===== src/rtl/ps2_control_decoder.sv =====
// ----------------------------------------------------------------------------
// ps2_control_decoder
//
// Turns the hps_io ps2_key event bus into held button levels for the
// Computer Space controls (left/ccw, right/cw, thrust, fire, start).
// Every press is stretched to at least HOLD_CYCLES clk_sys cycles so that the
// slow game-clock domain always sees short taps. A one-cycle press pulse is
// produced whenever a button's key state rises.
//
// Optional build macro:
//   ALT_KEYS_EN - adds a second physical key per button (A, D, W, left shift,
//                 Enter). The button level is the OR of both key states.
//
// Ports:
//   clk_sys   in   1   system clock, rising edge
//   reset_n   in   1   synchronous active-low reset
//   ps2_key   in  65   [64] toggle, [63:24] extra, [23:16] prev byte,
//                      [15:8] prefix byte, [7:0] scan code
//   clear_all in   1   synchronous clear of key state and hold counters
//   btn       out  5   held levels {start, fire, thrust, right, left}
//   btn_press out  5   one-cycle pulse on each button's key-state rise
// ----------------------------------------------------------------------------
module ps2_control_decoder #(
    parameter int HOLD_CYCLES = 100000,
    parameter int CNT_W       = 17
) (
    input  logic        clk_sys,
    input  logic        reset_n,
    input  logic [64:0] ps2_key,
    input  logic        clear_all,
    output logic [4:0]  btn,
    output logic [4:0]  btn_press
);

`ifdef ALT_KEYS_EN
    localparam int NK = 10;
`else
    localparam int NK = 5;
`endif

    localparam logic [CNT_W-1:0] HOLD_LD = CNT_W'(HOLD_CYCLES);
    localparam logic [CNT_W-1:0] CNT_ONE = CNT_W'(1);

    // One-hot physical-key hit for a 9-bit {ext, scan} code.
    // Keys 0..4 are the base map; keys 5..9 the alternate map.
    function automatic logic [NK-1:0] f_key_hit(input logic [8:0] code9);
        logic [NK-1:0] hit;
        hit = '0;
        case (code9)
            9'h06B, 9'h16B: hit[0] = 1'b1;  // left arrow / keypad 4
            9'h074, 9'h174: hit[1] = 1'b1;  // right arrow / keypad 6
            9'h029:         hit[2] = 1'b1;  // space
            9'h014:         hit[3] = 1'b1;  // left ctrl only
            9'h005:         hit[4] = 1'b1;  // F1
`ifdef ALT_KEYS_EN
            9'h01C:         hit[5] = 1'b1;  // A
            9'h023:         hit[6] = 1'b1;  // D
            9'h01D:         hit[7] = 1'b1;  // W
            9'h012:         hit[8] = 1'b1;  // left shift
            9'h05A:         hit[9] = 1'b1;  // Enter, non-extended
`endif
            default:        hit = '0;
        endcase
        return hit;
    endfunction

    // Button level: OR of every physical key mapped to that button.
    function automatic logic [4:0] f_level(input logic [NK-1:0] ks);
`ifdef ALT_KEYS_EN
        return ks[4:0] | ks[9:5];
`else
        return ks[4:0];
`endif
    endfunction

    logic                    r_toggle;
    logic [NK-1:0]           r_key_state;
    logic [4:0][CNT_W-1:0]   r_cnt;
    logic [4:0]              r_btn;
    logic [4:0]              r_btn_press;

    logic                    w_pressed;
    logic                    w_ext;
    logic                    w_extra_nz;
    logic [8:0]              w_code9;
    logic                    w_event;
    logic [NK-1:0]           w_hit;
    logic [NK-1:0]           w_ks_next;
    logic [4:0]              w_level_cur;
    logic [4:0]              w_level_next;
    logic [4:0]              w_rise;
    logic [4:0][CNT_W-1:0]   w_cnt_next;
    logic [4:0]              w_btn_next;

    // Decode the key bus and compute next key state, counters and outputs.
    always_comb begin
        w_pressed  = (ps2_key[15:8] != 8'hF0);
        // A break carries F0 as prefix, so the E0 marker moves to the previous byte.
        w_ext      = w_pressed ? (ps2_key[15:8] == 8'hE0) : (ps2_key[23:16] == 8'hE0);
        w_extra_nz = (ps2_key[63:24] != 40'd0);
        w_code9    = w_extra_nz ? 9'd0 : {w_ext, ps2_key[7:0]};
        w_event    = (ps2_key[64] != r_toggle) && !w_extra_nz;
        w_hit      = f_key_hit(w_code9);
        w_ks_next  = w_event ? ((r_key_state & ~w_hit) | (w_hit & {NK{w_pressed}}))
                             : r_key_state;

        w_level_cur  = f_level(r_key_state);
        w_level_next = f_level(w_ks_next);
        // A repeat make of a held key leaves the level unchanged, so no reload.
        w_rise       = w_level_next & ~w_level_cur;

        w_cnt_next = '0;
        w_btn_next = 5'd0;
        for (int b = 0; b < 5; b++) begin
            if (w_rise[b]) begin
                w_cnt_next[b] = HOLD_LD;
            end else if (r_cnt[b] != '0) begin
                w_cnt_next[b] = r_cnt[b] - CNT_ONE;
            end else begin
                w_cnt_next[b] = '0;
            end
            w_btn_next[b] = w_level_next[b] | (w_cnt_next[b] != '0);
        end
    end

    // Toggle tracker follows the bus every cycle, including during reset and clear.
    always_ff @(posedge clk_sys) begin
        r_toggle <= ps2_key[64];
    end

    // Key state, hold counters and registered outputs; clear discards any event.
    always_ff @(posedge clk_sys) begin
        if (!reset_n || clear_all) begin
            r_key_state <= '0;
            r_cnt       <= '0;
            r_btn       <= 5'd0;
            r_btn_press <= 5'd0;
        end else begin
            r_key_state <= w_ks_next;
            r_cnt       <= w_cnt_next;
            r_btn       <= w_btn_next;
            r_btn_press <= w_rise;
        end
    end

    assign btn       = r_btn;
    assign btn_press = r_btn_press;

endmodule


===== config.mk =====
export PLATFORM = sky130hd
export DESIGN_NAME = ps2_control_decoder
export DESIGN_NICKNAME = d
export VERILOG_FILES = /design/src/rtl/ps2_control_decoder.sv
export SDC_FILE = /design/constraint.sdc
export NUM_CORES = 1
export LEC_CHECK = 0
export CAP_MARGIN = 20
export CORE_MARGIN = 2
export CORE_UTILIZATION = 35
export CTS_BUF_LIST = sky130_fd_sc_hd__clkbuf_4
export DETAILED_ROUTE_END_ITERATION = 6
export GPL_ROUTABILITY_DRIVEN = 0
export SLEW_MARGIN = 20
export SYNTH_ARGS = -nofsm -noshare
export SYNTH_HDL_FRONTEND = slang
export SYNTH_SLANG_ARGS = --single-unit

===== constraint.sdc =====
create_clock -name clk_sys -period 4.4 [get_ports clk_sys]
set_clock_uncertainty 0.05 [all_clocks]
set_input_delay 0.88 -clock clk_sys [delete_from_list [all_inputs] [get_ports clk_sys]]
set_output_delay 0.88 -clock clk_sys [all_outputs]
set_load 0.05 [all_outputs]

==> flow_summary_export.csv <==
group,metric,value,unit
status,run_status,"complete, no violations",
timing,slew_headroom,32.47,%
clock_tree,post-cts-setup-buffer-count,0,
timing,setup_viol,0,
final_layout,share_of_post_route_cells_with_drive_strength_above_1,4.292,%
place,detailedPlacementHpwl,9.536,mm
logic_synthesis,async_reset_ff_share,0,%
die,floorplan.die.height,125.3,um
global_route,grt_first_pass_wirelength,20.91,mm
die,placeableCoreArea,14420,um2
route,finalWirelength,12.60,mm
setup_path,crit_path_start_kind,"input port",
global_route,grt_ovf,0,
setup_path,worstReg2RegStart,"r_cnt[51]",
logic_synthesis,synth_area,5147,um2
timing,fin_crit,3.505,ns
clock_tree,tritoncts_num_sinks,101,
route,detailroute.via_count,4676,
route,postRouteAntennaNets,0,
power_and_ir_drop,p_leak,2.251,nW
global_route,maximum_number_of_pins_on_one_net_before_global_route_repair,32,
die,std_cell_rows,44,
setup_path,cell_depth_of_the_worst_flop_to_flop_path,8,
die,die_w,125.3,um
clock_tree,cts.htree.levels,3,
timing,totalNegativeSetupSlack,0,ns
timing,drv_slew,0,
final_layout,final_cell_mix,"dfxtp_1 (101), nor2_1 (92), clkdlybuf4s50_1 (77), nand2_1 (51), xnor2_1 (46)",
final_layout,finish.utilization,42.81,%
clock_tree,clock_pin_slew_of_the_registers_on_the_worst_case_setup_and_hold_paths,0.15,ns
timing,setup_repair_after_global_routing_missed_its_margin,"no",
logic_synthesis,synth_cell_types,62,
setup_path,crit_path_max_fanout,9,
worst_hold_path,class_of_the_worst_hold_path,"reg2reg",
final_layout,layoutNonFillerInstCount,884,
clock_tree,holdBufCountCts,0,
timing,final_hold_vios,0,
global_route,number_of_antenna_violations_at_the_first_check_in_global_routing,1,
worst_hold_path,min_delay_worst_endpoint,"btn_press[3]",
power_and_ir_drop,max-vdd-ir-drop,0.2410,mV
logic_synthesis,synth_enable_flop_cells,0,
route,detail_route.iter0.violations,244,
route,drcViolationCount,0,
route,viasPerCell,5.290,
logic_synthesis,ys_seq_elements,101,
logic_synthesis,synth_ff_type,"dfxtp_1",
global_route,number_of_global_route_vias_before_repair,4388,
final_layout,most_common_library_cell_in_the_layout_ignoring_fill_and_taps,"dfxtp_1",
final_layout,nFillCells,1485,
clock_tree,resize_count_post_cts,0,
setup_path,reg2reg_to,"r_cnt[62]",
logic_synthesis,synth.net_count,697,
setup_path,setup.worst_path.class,"in2reg",
clock_tree,cts-root-to-sink-buffers,2,
logic_synthesis,ys_seq_area_share,39.28,%
timing,achievable-frequency,285.3,MHz
setup_path,worst_setup_path_end_kind,"flip-flop",
logic_synthesis,synthCells,624,
timing,timing_worst_slew_pin_value,0.9988,ns
flow_run,number_of_max_capacitance_violations_reported,0,
route,first_pass_iters,4,
setup_path,r2r_slack,1.64,ns
clock_tree,ctsRootBufferMaster,"clkbuf_4",
logic_synthesis,synth_warnings,0,
die,die_area,15690,um2
die,ioPinCount,78,
route,wl_per_cell,14.26,um
die,initial_utilization,35.69,%
setup_path,required,4.71,ns
clock_tree,worstSkewPairLatency,0.47,ns
worst_hold_path,holdCritStartpoint,"r_key_state[3]",
global_route,grtUsageTotal,16.27,%
place,placed_cells,867,
final_layout,area_growth_syn_to_layout,19.96,%
clock_tree,tritoncts.num_buffers,9,
worst_hold_path,number_of_stages_on_the_worst_hold_path,1,
logic_synthesis,syn_avg_cell_area,8.249,um2
setup_path,timing.critical_path.arrival,3.82,ns
timing,ratio_of_final_minimum_period_to_clock_period,79.65,%
place,port_buffers,77,
clock_tree,cts_tree,"done",
final_layout,design.final.nets,767,
power_and_ir_drop,cell_area_power_density,842.7,nW/um2
## routing by layer
| metal | routed length [um] | global-route usage (%) |
|---|---|---|
| met5 | 0 | 0 |
| met4 | 192 | 6.993 |
| met3 | 639 | 3.808 |
| met2 | 5748 | 25.77 |
| met1 | 6023 | 21.26 |
## cell usage after synthesis (all sizes together) (3+ instances only)
cell type | n | area [um2]
nor2 | 92 | 345.3
inv | 13 | 48.80
a211oi | 3 | 22.52
a21oi | 36 | 183.9
o31ai | 6 | 45.04
or2 | 3 | 18.77
nand4b | 8 | 70.07
nor4b | 6 | 52.55
o21ai | 15 | 75.07
xor2 | 18 | 157.7
dfxtp | 101 | 2022
nor3b | 8 | 60.06
ha | 5 | 62.56
and2 | 6 | 37.54
nand2b | 8 | 50.05
a22oi | 3 | 22.52
nand3 | 20 | 105.1
nor2b | 4 | 25.02
nand4 | 15 | 93.84
xnor2 | 46 | 402.9
buf | 7 | 52.54
nand2 | 51 | 191.4
nand3b | 6 | 45.04
or3 | 18 | 117.6
o21a | 6 | 45.04
or4 | 10 | 78.82
nor3 | 29 | 150.1
and3 | 5 | 31.28
clkbuf | 13 | 48.80
nor4 | 29 | 181.4
## state kept, by name, indices dropped and copies added, names as in the netlist
signal	flops
btn	5
btn_press	5
r_cnt	85
r_key_state	5
r_toggle	1
## stage by stage
step                      instance area [um2]  worst slack (ns)  power, mW  hold slack [ns]
after floorplan                          5147             1.631      4.171           0.3660
after global placement                   6062            0.4506      4.718           0.3887
after detailed placement                 6062            0.3713      4.770           0.3959
after CTS                                6172            0.9367      5.220           0.4223
after global routing                     6175            0.6218      5.727           0.4152
final                                    6175            0.8952      5.203           0.4164
## how the worst max path moves through the flow
stage | end | slack (ns) | startpoint | depth (start not counted)
after floorplan | r_cnt[57] | 1.63 | ps2_key[36] | 7
after global placement | btn[2] | 0.45 | ps2_key[37] | 7
after detailed placement | btn[2] | 0.37 | ps2_key[37] | 7
after CTS | r_cnt[3] | 0.94 | ps2_key[37] | 7
after global routing | r_cnt[20] | 0.62 | ps2_key[37] | 7
final | btn[2] | 0.90 | ps2_key[37] | 7
## worst max-delay path, stage by stage
cell             delay, ns
clkdlybuf4s50_1       0.40
nor4_1                0.65
nand4_1               0.44
nor3_1                0.44
nand4_1               0.38
a2111oi_0             0.48
o22ai_1               0.14
## where the power goes
group | leakage (nW) | internal, mW | switching [mW]
clock | 0.0608 | 0.113 | 0.313
combinational | 1.37 | 1.44 | 1.85
sequential | 0.824 | 1.19 | 0.293
total | 2.25 | 2.75 | 2.45
## layout make-up
type | count | area, um2 | area share [%]
inverter | 13 | 48.80 | 0.7903
clock buffer | 9 | 67.56 | 1.094
clock inverter | 7 | 42.54 | 0.6890
timing repair buffer | 79 | 785.8 | 12.73
sequential | 101 | 2022 | 32.75
tap | 184 | 230.2 | 3.728
multi-input combinational | 490 | 2975 | 48.19
antenna | 1 | 2.502 | 0.04053
## cell families after synthesis
group / after synthesis / synth area share, %
muxes: 3 / 0.6077
AOI/OAI and AO/OA: 92 / 11.47
and+or+nand+nor: 326 / 33.62
DFF: 101 / 39.28
buffers and inverters: 33 / 2.917
xor gates and xnor gates: 64 / 10.89
adders and majority gates: 5 / 1.215
(Power assumes the default switching activity.)
